## config.mk

```make
export PLATFORM = sky130hd
export DESIGN_NAME = mmio_uart_ctrl
export DESIGN_NICKNAME = d
export VERILOG_FILES = /design/src/rtl/mmio_uart_ctrl.sv
export SDC_FILE = /design/constraint.sdc
export NUM_CORES = 1
export LEC_CHECK = 0
export ABC_CLOCK_PERIOD_IN_PS = 6100
export BUFFER_PORTS_ARGS = -buffer_cell sky130_fd_sc_hd__buf_2
export CAP_MARGIN = 20
export CORE_MARGIN = 4
export CORE_UTILIZATION = 55
export DETAILED_ROUTE_END_ITERATION = 8
export PLACE_DENSITY = 0.85
export SETUP_SLACK_MARGIN = 0.02
export SYNTH_ARGS = -nofsm -noshare
export SYNTH_HDL_FRONTEND = slang
export SYNTH_SLANG_ARGS = --single-unit
```

## constraint.sdc

```tcl
create_clock -name clk -period 6.1 [get_ports clk]
set_clock_uncertainty 0.2 [all_clocks]
set_input_delay 0.61 -clock clk [delete_from_list [all_inputs] [get_ports clk]]
set_output_delay 0.61 -clock clk [all_outputs]
set_load 0.03 [all_outputs]
```

## src/rtl/mmio_uart_ctrl.sv

```systemverilog
// MMIO responder for the 0x8000_0000 region: UART TX holding register, RX FIFO, perf counters.
// Counters and the 0x18 clear exist only when MMIO_COUNTERS_EN is defined.
module mmio_uart_ctrl #(
    parameter int RX_FIFO_DEPTH = 8,
    parameter int RX_PTR_W      = 3
) (
    input  logic        clk,
    input  logic        rst,
    input  logic [31:0] addr,
    input  logic [31:0] wdata,
    input  logic        we,
    input  logic        re,
    output logic [31:0] rdata,
    input  logic        inst_retire,
    output logic [7:0]  uart_tx_data,
    output logic        uart_tx_valid,
    input  logic        uart_tx_ready,
    input  logic [7:0]  uart_rx_data,
    input  logic        uart_rx_valid,
    output logic        uart_rx_ready
);

    localparam logic [RX_PTR_W:0] DEPTH_C = (RX_PTR_W+1)'(RX_FIFO_DEPTH);

    logic       hit;
    logic [7:0] off;
    logic       sel_rx, sel_tx;

    assign hit    = addr[31:28] == 4'h8;
    assign off    = addr[7:0];
    assign sel_rx = hit && (off == 8'h04);
    assign sel_tx = hit && (off == 8'h08);

    logic unused_bits;
    assign unused_bits = ^{wdata[31:8], addr[27:8]};

    logic [RX_PTR_W:0]   cnt_q, cnt_d;
    logic [RX_PTR_W-1:0] wr_q, wr_d, rd_q, rd_d;
    logic [7:0]          mem_q [RX_FIFO_DEPTH];
    logic                full, empty, push, pop;

    assign full          = cnt_q == DEPTH_C;
    assign empty         = cnt_q == '0;
    assign uart_rx_ready = !full;
    assign push          = uart_rx_valid && !full;
    assign pop           = re && sel_rx && !empty;

    always_comb begin
        wr_d  = wr_q;
        rd_d  = rd_q;
        cnt_d = cnt_q;
        if (push) wr_d = wr_q + 1'b1;
        if (pop)  rd_d = rd_q + 1'b1;
        if (push && !pop) cnt_d = cnt_q + 1'b1;
        if (pop && !push) cnt_d = cnt_q - 1'b1;
    end

    always_ff @(posedge clk) begin
        if (push) mem_q[wr_q] <= uart_rx_data;
    end

    logic       tx_valid_q, tx_valid_d;
    logic [7:0] tx_data_q, tx_data_d;

    // A store landing on the handshake cycle is dropped: status still read busy.
    always_comb begin
        tx_valid_d = tx_valid_q;
        tx_data_d  = tx_data_q;
        if (tx_valid_q && uart_tx_ready) begin
            tx_valid_d = 1'b0;
        end else if (we && sel_tx && !tx_valid_q) begin
            tx_valid_d = 1'b1;
            tx_data_d  = wdata[7:0];
        end
    end

    assign uart_tx_valid = tx_valid_q;
    assign uart_tx_data  = tx_data_q;

`ifdef MMIO_COUNTERS_EN
    logic [31:0] cyc_q, cyc_d, inst_q, inst_d;
    logic        clr;

    assign clr = we && hit && (off == 8'h18);

    always_comb begin
        cyc_d  = cyc_q + 32'd1;
        inst_d = inst_q + {31'd0, inst_retire};
        if (clr) begin
            cyc_d  = '0;
            inst_d = '0;
        end
    end

    always_ff @(posedge clk or negedge rst) begin
        if (!rst) begin
            cyc_q  <= '0;
            inst_q <= '0;
        end else begin
            cyc_q  <= cyc_d;
            inst_q <= inst_d;
        end
    end
`else
    logic unused_retire;
    assign unused_retire = inst_retire;
`endif

    logic [31:0] rd_val, rdata_q, rdata_d;

    always_comb begin
        rd_val = '0;
        if (hit) begin
            case (off)
                8'h00: rd_val = {30'd0, !empty, !tx_valid_q};
                8'h04: if (!empty) rd_val = {24'd0, mem_q[rd_q]};
`ifdef MMIO_COUNTERS_EN
                8'h10: rd_val = cyc_q;
                8'h14: rd_val = inst_q;
`endif
                default: rd_val = '0;
            endcase
        end
        rdata_d = re ? rd_val : rdata_q;
    end

    assign rdata = rdata_q;

    always_ff @(posedge clk or negedge rst) begin
        if (!rst) begin
            rdata_q    <= '0;
            tx_valid_q <= 1'b0;
            tx_data_q  <= '0;
            cnt_q      <= '0;
            wr_q       <= '0;
            rd_q       <= '0;
        end else begin
            rdata_q    <= rdata_d;
            tx_valid_q <= tx_valid_d;
            tx_data_q  <= tx_data_d;
            cnt_q      <= cnt_d;
            wr_q       <= wr_d;
            rd_q       <= rd_d;
        end
    end

endmodule
```

After elaboration in Yosys (flattened, before gate mapping)
Memories as Yosys holds them, arrays and structs flattened.
Cells that the tools add are included.
Widths: inputs -> output; s select.

word-level totals
  bits in registers = 51
  bits in writable memories = 64
  input port bits = 79
  output and inout bits = 42
  word-level logic and storage cells = 45
  memories kept = 1

operators by class
  $add $sub $neg = 4
  eq/ne operators = 4
  mux-type cells = 9
  bitwise operators = 1
  reduce and logical (&&, ||, !) cells = 20

memories
  memory  depth  bits a word  rd ports  clocked after Yosys merged registers in  wr ports  RTL line  RTL
  mem_q   8      8            1         0                                        1         39        logic [7:0] mem_q [RX_FIFO_DEPTH];

operators with widths
  cell                 count
  $mux 8               2
  $pmux 8 s2           1
  $logic_and 1x1->1    10
  $eq 4x4->1 const B   2
  $eq 8x3->1 const B   1
  $eq 8x4->1 const B   1
  $logic_not 8->1      1
  $mux 4               2
  $add 3x1->3 const B  2
  $logic_not 1->1      5
  $add 4x1->4 const B  1
  $logic_not 4->1      1
  $mux 1               4
  $reduce_bool 2->1    2
  $sub 4x1->4 const B  1
  $reduce_and 2->1     1
  $not 1->1            1

Depth between registers and ports, before layout
Gate-level depths: netlist (run 1).

  depth in word-level cells = 8
  mapped depth = 9
  mapped depth without buffers = 9

Least setup slack after synthesis (run 1)
Ideal clock, no wire load.

  path type = input port to flip-flop
  start = input port addr[29]
  end = register cnt_q[3]
  library setup time = 0.116 ns
  data arrival time = 2.690 ns
  data required time = 5.784 ns
  setup slack = 3.094 ns
  stages = 7
  buffers on the path = 0
  cells stage by stage = or4b_4 nor4_4 ha_1 ha_1 a21oi_1 o21ai_0 o311ai_0

between the ends
  cells in the longest elaborated chain, start to end = 7
  elaborated cells between the ends (all ways) = 9
  classes of those cells = eq/ne (1); mux (1); reduce/logical (7)

ends and longest elaborated chain
  item                                 RTL line  RTL
  start, declared                      9         input logic [31:0] addr,
  $eq 4x4->1 (*)                       29        assign hit = addr[31:28] == 4'h8;
  $logic_and 1x1->1 (*)                31        assign sel_rx = hit && (off == 8'h04);
  $logic_and 1x1->1 (*) (2 in series)  46        assign pop = re && sel_rx && !empty;
  via pop                              40        logic full, empty, push, pop;
  $logic_not 1->1                      54        if (push && !pop) cnt_d = cnt_q + 1'b1;
  $logic_and 1x1->1                    54
  $reduce_bool 2->1 (no source line)   --
  end signal, assigned                 141       cnt_q <= cnt_d;
  end, declared                        37        logic [RX_PTR_W:0] cnt_q, cnt_d;

Mark *: on every way through the listed nets, which the timed path passes. The rest lies on a longest branch.
A chain may end at the register's enable or synchronous reset.

Worst setup path after layout (run 1)
Same ends and word-level chain as after synthesis.

==> out/metrics.cfg, run 1 <==
[outcome]
outcome=finished, final reports clean

[logic_synthesis]
yosys-top-cells-count=edfxtp_1 (64), dfrtp_1 (27), buf_4 (24), mux4_2 (16), mux2i_1 (9)
synth_top_area_frac=0.4904
netlist_area_um2=3919
yosysTopAreaCell=edfxtp_1
yosys.cell_count.top_type=edfxtp_1
synthTopCellsByArea=edfxtp_1 (49%), dfrtp_1 (17%), mux4_2 (9.2%)
synthCells=230
ys_ff_latch=91
synth_edf_count=64
seq_area_frac_synth=0.6628
ys_types=40
async_reset_ff_frac=0.2967
ys_warn_count=0
ys.flop_type=edfxtp_1
syn_area_per_cell_um2=17.04

[clock_network]
cts_made_buffers=9
ctsHoldBuffers=0
htreeDepth=3
cts_tree=yes
clockBufferDepth=2
clkLatencyLatePin_ps=350
cts.clk_slew.worst_paths_ps=80
cts_resized=0
cts_sinks=91
post-cts-setup-buffer-count=0
cts-root-buf=clkbuf_8

[sta]
period_minus_slack_ps=3097
setup_viol=0
worst_slew_pin_slew_ps=976.3
slew_viol_final=0
hold_violations=0
fin_crit_sh=0.5077
rsz0062_at_grt=no
slew_headroom=0.3491
timing.fmax_mhz=322.9
fin_hold_ws_ps=51.18
fin_tns_setup_ps=0

[layout]
fin_cells=391
area_growth_pct=11.37
nNetsFinal=375
n_antenna_cell=0
fillers=517
drive_gt1_frac=0.3288

[detailed_routing]
wl_per_cell_um=17.33
remaining_drc_errors=0
first_iter_violations=118
routed_wirelength_mm=6.775
via_per_inst=5.373
dr.pass1.iters=4
drtAntennaViolNets=0
vias=2101

[worst_setup_path]
end_kind=register
crit_required_ps=6120
reg2reg_slack_ps=3150
critPathSlowestCell=or4b_4
crit_chain=buf_2, or4b_4, nor4_4, ha_1, ha_1, a21oi_1, o21ai_0, o311ai_0
path_common_cell=ha_1
start_kind=input pin
path_max_fanout=8
critPathKind=input pin to register
critPathArrivalTime_ps=3120
max_stage_delay_ps=570

[run]
cap_viol_max_count=0

[placement]
dpl.hpwl_mm=4.765
place_congestion=0.7229
dpl.cell_count=375
portBuffers=51

[floorplan]
core-area_um2=6869
die-area_um2=8540
rows=30
die_h_um=92.41
ios=121
start_util=0.5705
dieWidth_um=92.41

[power_and_ir_drop]
p_leak_nw=1.719
power_density_nw_per_um2=308.2
ir_drop_mv=0.2139
power_mw=1.345

[worst_hold_path]
hp-class=input pin to asynchronous set/reset pin

[grt]
overflow=0
grt_first_pass_wirelength_mm=10.91
grt_usage=0.1742
first_global_vias=2063
grt_max_degree=28
antenna_found_initial=1

[kinds of logic (layout without fill, tap and decap cells)]
group	count (synthesis)	count (layout)	share of synthesized area
xor+xnor	6	6	0.01341
buf+inv	37	79	0.05971
flops	91	91	0.6628
other cells	1	24	0.0009569
simple gates	37	37	0.06609
fa+ha+maj	6	6	0.02107
mux	35	35	0.1446
compound gates	17	17	0.03129
[cells in the final DEF, fill, tap and decap left out, types with 2 or more instances in the layout]
cell type / count
xnor2_1: 4
xor2_1: 2
nor3_1: 7
clkbuf_8: 9
conb_1: 24
o21ai_0: 6
o2bb2ai_1: 6
nor4_1: 2
nand2_1: 6
buf_2: 51
nand3_1: 2
nor2_1: 6
nand2b_1: 3
ha_1: 5
buf_4: 5
mux4_2: 16
mux2_2: 8
edfxtp_1: 64
a32oi_1: 2
mux2i_1: 9
clkinv_1: 3
clkbuf_1: 4
inv_1: 6
dfrtp_1: 27
[flip-flops by register name (all words and copies together), names as in the netlist]
name,cells
wr_q,3
cnt_q,4
mem_q,64
rdata,8
rd_q,3
uart_tx_valid,1
uart_tx_data,8
[layer usage]
metal / vias to the layer above / share of wire / global-route usage
met1: 1042 / 0.42 / 0.2129
met5: - / 0.0013 / 0
li1: 958 / - / -
met4: 2 / 0.0075 / 0.04703
met3: 8 / 0.092 / 0.07555
met2: 91 / 0.48 / 0.2840
[power by group]
| group | total [mW] | internal, mW | switching [mW] |
|---|---|---|---|
| registers | 0.800 | 0.753 | 0.0471 |
| clock network | 0.329 | 0.146 | 0.183 |
| logic | 0.216 | 0.0819 | 0.134 |
| total | 1.34 | 0.981 | 0.364 |
[worst max-delay path: cells and delay by family]
kind / cells / cell delay [ps]
buf+inv: 1 / 100
compound gates: 3 / 740
simple gates: 2 / 1010
fa+ha+maj: 2 / 660
[metrics by stage]
stage	area, µm²	util	worst slack, ps
finish	4364	0.6353	3003
global route	4364	0.6353	2790
CTS	4364	0.6353	3024
detailed placement	4210	0.6129	2659
global placement	4210	0.6129	2795
floorplan	4005	-	3094
[area by class of cell]
class,count,area [µm²],share of cell area
Multi-Input combinational cell,125,1174,0.2689
Clock inverter,3,15.01,0.003440
Sequential cell,91,2597,0.5952
Clock buffer,13,138.9,0.03182
Timing Repair Buffer,56,292.8,0.06709
Tap cell,96,120.1,0.02752
Inverter,7,26.28,0.006021
[final timing paths]
kind | startpoint | to | depth (start not counted)
min reg2reg | rdata[2] | rdata[2] | 1
max in group asynchronous | rst | uart_tx_data[0] | 1
max reg2reg | cnt_q[0] | cnt_q[3] | 7
min in group clk | uart_tx_ready | uart_tx_valid | 2
max | addr[29] | cnt_q[3] | 8
min | rst | cnt_q[0] | 1
Note: power is estimated with default switching activity, not from simulation.
==> run 2, diff against run 1 <==
--- a/config.mk
+++ b/config.mk
@@ -5,13 +5,13 @@
 export SDC_FILE = /design/constraint.sdc
 export NUM_CORES = 1
 export LEC_CHECK = 0
-export ABC_CLOCK_PERIOD_IN_PS = 6100
+export ABC_CLOCK_PERIOD_IN_PS = 2600
 export BUFFER_PORTS_ARGS = -buffer_cell sky130_fd_sc_hd__buf_2
 export CAP_MARGIN = 20
 export CORE_MARGIN = 4
-export CORE_UTILIZATION = 55
+export CORE_UTILIZATION = 46
 export DETAILED_ROUTE_END_ITERATION = 8
-export PLACE_DENSITY = 0.85
+export PLACE_DENSITY = 0.76
 export SETUP_SLACK_MARGIN = 0.02
 export SYNTH_ARGS = -nofsm -noshare
 export SYNTH_HDL_FRONTEND = slang
==> constraint.sdc (replaced) <==
create_clock -name clk -period 2.6 [get_ports clk]
set_clock_uncertainty 0.2 [all_clocks]
set_input_delay 0.26 -clock clk [delete_from_list [all_inputs] [get_ports clk]]
set_output_delay 0.26 -clock clk [all_outputs]
set_load 0.03 [all_outputs]
==> run 2 against run 1 <==
  * Global-route usage fell by 2.2 points
  * Power rose to 2.6 times the previous value
  * Sequential power rose by 130%
  * Critical path depth rose by 1
  * Via count rose by 6.9%
  * Die area rose by 18%
  * Setup slack got worse by 2900 ps
  * Core utilization fell by 5.7 points
  * Largest cell class unchanged
  * Non-clock buffer count rose by 35
  * First-iteration DRC count rose by 3.4%
  * Final cell count rose by 11%
==> out/metrics.cfg, run 2 (synthesis results as in run 1) <==
[sta]
slew_viol_final=0  ; unchanged
period_minus_slack_ps=2459
fin_tns_setup_ps=0  ; unchanged
rsz0062_at_grt=no  ; unchanged
hold_violations=0  ; unchanged
fin_hold_ws_ps=95.34  ; was 51.18 ps
fin_crit_sh=0.9457
slew_headroom=0.5915  ; was 0.3491
setup_viol=0  ; unchanged
worst_slew_pin_slew_ps=612.8  ; was 976.3 ps
setup_ws_ps=141.2  ; was 3003 ps
timing.fmax_mhz=406.7

[power_and_ir_drop]
swShare=0.2598  ; was 0.2708
p_leak_nw=1.924  ; was 1.719 nW
sequentialPowerShare=0.534  ; was 0.595
combinationalPowerShare=0.166  ; was 0.160
pwr-share-clk=0.300  ; was 0.245
intPower_mw=2.605  ; was 0.9807 mW
ir_drop_mv=0.3529  ; was 0.2139 mV
power_density_nw_per_um2=737.3  ; was 308.2 nW/µm²
power.switching_mw=0.9142  ; was 0.3642 mW
power_mw=3.519  ; was 1.345 mW

[clock_network]
clockBufferDepth=2  ; unchanged
cts_tree=yes  ; unchanged
cts_sinks=91  ; unchanged
cts-root-buf=clkbuf_8  ; unchanged
htreeDepth=3  ; unchanged
cts_made_buffers=9  ; unchanged
cts.clk_slew.worst_paths_ps=90  ; was 80 ps
clkLatencyLatePin_ps=340  ; was 350 ps

[grt]
grt_max_degree=28  ; unchanged
grt_usage=0.1517  ; was 0.1742
grt_first_pass_wirelength_mm=11.45  ; was 10.91 mm
overflow=0  ; unchanged
first_global_vias=2230  ; was 2,063
antenna_found_initial=0  ; was 1

[worst_setup_path]
critPathKind=register to register  ; was input pin to register
start_kind=register  ; was input pin
rr_startpoint=cnt_q[0]  ; unchanged
ff2ff_path_depth=9  ; was 7
path_max_fanout=5  ; was 8
reg2reg_slack_ps=140  ; was 3150 ps
critPathArrivalTime_ps=2480  ; was 3120 ps
crit_required_ps=2630  ; was 6120 ps
regToRegEndpoint=cnt_q[3]  ; unchanged
end_kind=register  ; unchanged

[layout]
area_growth_pct=21.81  ; was 11.37%
mostFrequentLayoutCells=edfxtp_1 (64), buf_2 (51), dfrtp_1 (27)  ; unchanged
drive_gt1_frac=0.3667  ; was 0.3288
top_register=mem_q  ; unchanged
n_antenna_cell=0  ; unchanged
fillers=631  ; was 517
final_common_cell=edfxtp_1  ; unchanged
nNetsFinal=410  ; was 375
largest_reg_flops=64  ; unchanged
fin_cells=435  ; was 391

[detailed_routing]
via_per_inst=5.161  ; was 5.373
drtAntennaViolNets=0  ; unchanged
vias=2245  ; was 2,101
remaining_drc_errors=0  ; unchanged
dr.pass1.iters=4  ; unchanged
first_iter_violations=122  ; was 118
wl_per_cell_um=16.85  ; was 17.33 µm
routed_wirelength_mm=7.330  ; was 6.775 mm

[worst_hold_path]
hp-class=input pin to register  ; was input pin to asynchronous set/reset pin
hold_path_end=uart_tx_valid
holdPathStages=3
hp-start=we

[floorplan]
dieWidth_um=100.3  ; was 92.41 µm
start_util=0.4745  ; was 0.5705
die-area_um2=10060  ; was 8540 µm²
ios=121  ; unchanged
core-area_um2=8258  ; was 6869 µm²
rows=33  ; was 30
die_h_um=100.3  ; was 92.41 µm

[run]
cap_viol_max_count=0  ; unchanged

[placement]
place_congestion=0.7293  ; was 0.7229
dpl.hpwl_mm=4.966  ; was 4.765 mm
portBuffers=51  ; unchanged
place_ws_ps=-101.0  ; was 2659 ps
dpl.cell_count=400  ; was 375

[outcome]
outcome=finished, final reports clean  ; unchanged

==> run 2: cell types whose count changed in the layout (fill, tap and decap cells not counted), sizes merged <==
cell,previous run,this run
clkinv,3,2
dlygate4sd3,0,19
clkbuf,13,12
bufinv,0,2
buf,56,72
==> run 2: metrics by stage <==
step | util | area [µm²]
detailed placement | 0.5265 | 4348
global placement | 0.5265 | 4348
global route | 0.5780 | 4773
finish | 0.5780 | 4773
CTS | 0.5771 | 4766
floorplan | - | 4011
==> run 2: cell type report <==
cell class                 instances  area, µm²  share of cell area
tap                              105      131.4             0.02752
timing repair buffer              91      603.1              0.1263
clock inverter                     4      72.57             0.01520
multi-input combinational        125       1187              0.2488
inverter                           7      26.28            0.005505
sequential                        91       2597              0.5442
clock buffer                      12      155.1             0.03250
==> run 2: worst max path at each step <==
stage              from  endpoint  slack [ps]  cells past startpoint
3_3_place_gp    addr[3]  cnt_q[3]         -60                      8
3_5_place_dp    addr[3]  cnt_q[3]        -100                      9
5_1_grt        cnt_q[0]  cnt_q[3]          30                      9
6_report       cnt_q[0]  cnt_q[3]         140                      9
4_1_cts        cnt_q[0]  cnt_q[3]         120                      9
2_1_floorplan   addr[3]  cnt_q[3]          40                      8
==> run 2: what timing repair did <==
| item | in CTS | in global routing |
|---|---|---|
| endpoints found under the hold margin | 101 | 0 |
| hold buffers | 19 | 0 |
| resized for setup | 0 | 1 |
| buffers inserted | 0 | 0 |
| setup endpoints to repair | 0 | 1 |
==> run 2: power groups by stage <==
stage | clock network, mW | registers [mW] | logic, mW
floorplan | 0 | 1.88 | 0.385
finish | 1.06 | 1.88 | 0.585
global route | 1.14 | 1.90 | 0.648
CTS | 1.08 | 1.87 | 0.590
global placement | 0 | 1.89 | 0.544
detailed placement | 0 | 1.91 | 0.565
==> run 2: critical path: stages (launching register included) <==
cell	delay, ps
dfrtp_1	450
o41ai_2	350
buf_4	170
nor4_4	50
ha_2	210
ha_1	290
inv_1	60
nor4_1	300
nand4b_1	160
o311ai_1	90
==> run 2: routing by layer <==
| metal | share of wire | global-route usage | vias up | wire [µm] |
|---|---|---|---|---|
| li1 | - | - | 1027 | - |
| met1 | 0.43 | 0.1930 | 1128 | 3126 |
| met2 | 0.49 | 0.2625 | 82 | 3628 |
| met3 | 0.067 | 0.02919 | 8 | 494 |
| met4 | 0.011 | 0.04870 | 0 | 80 |
| met5 | 0 | 0 | - | 0 |
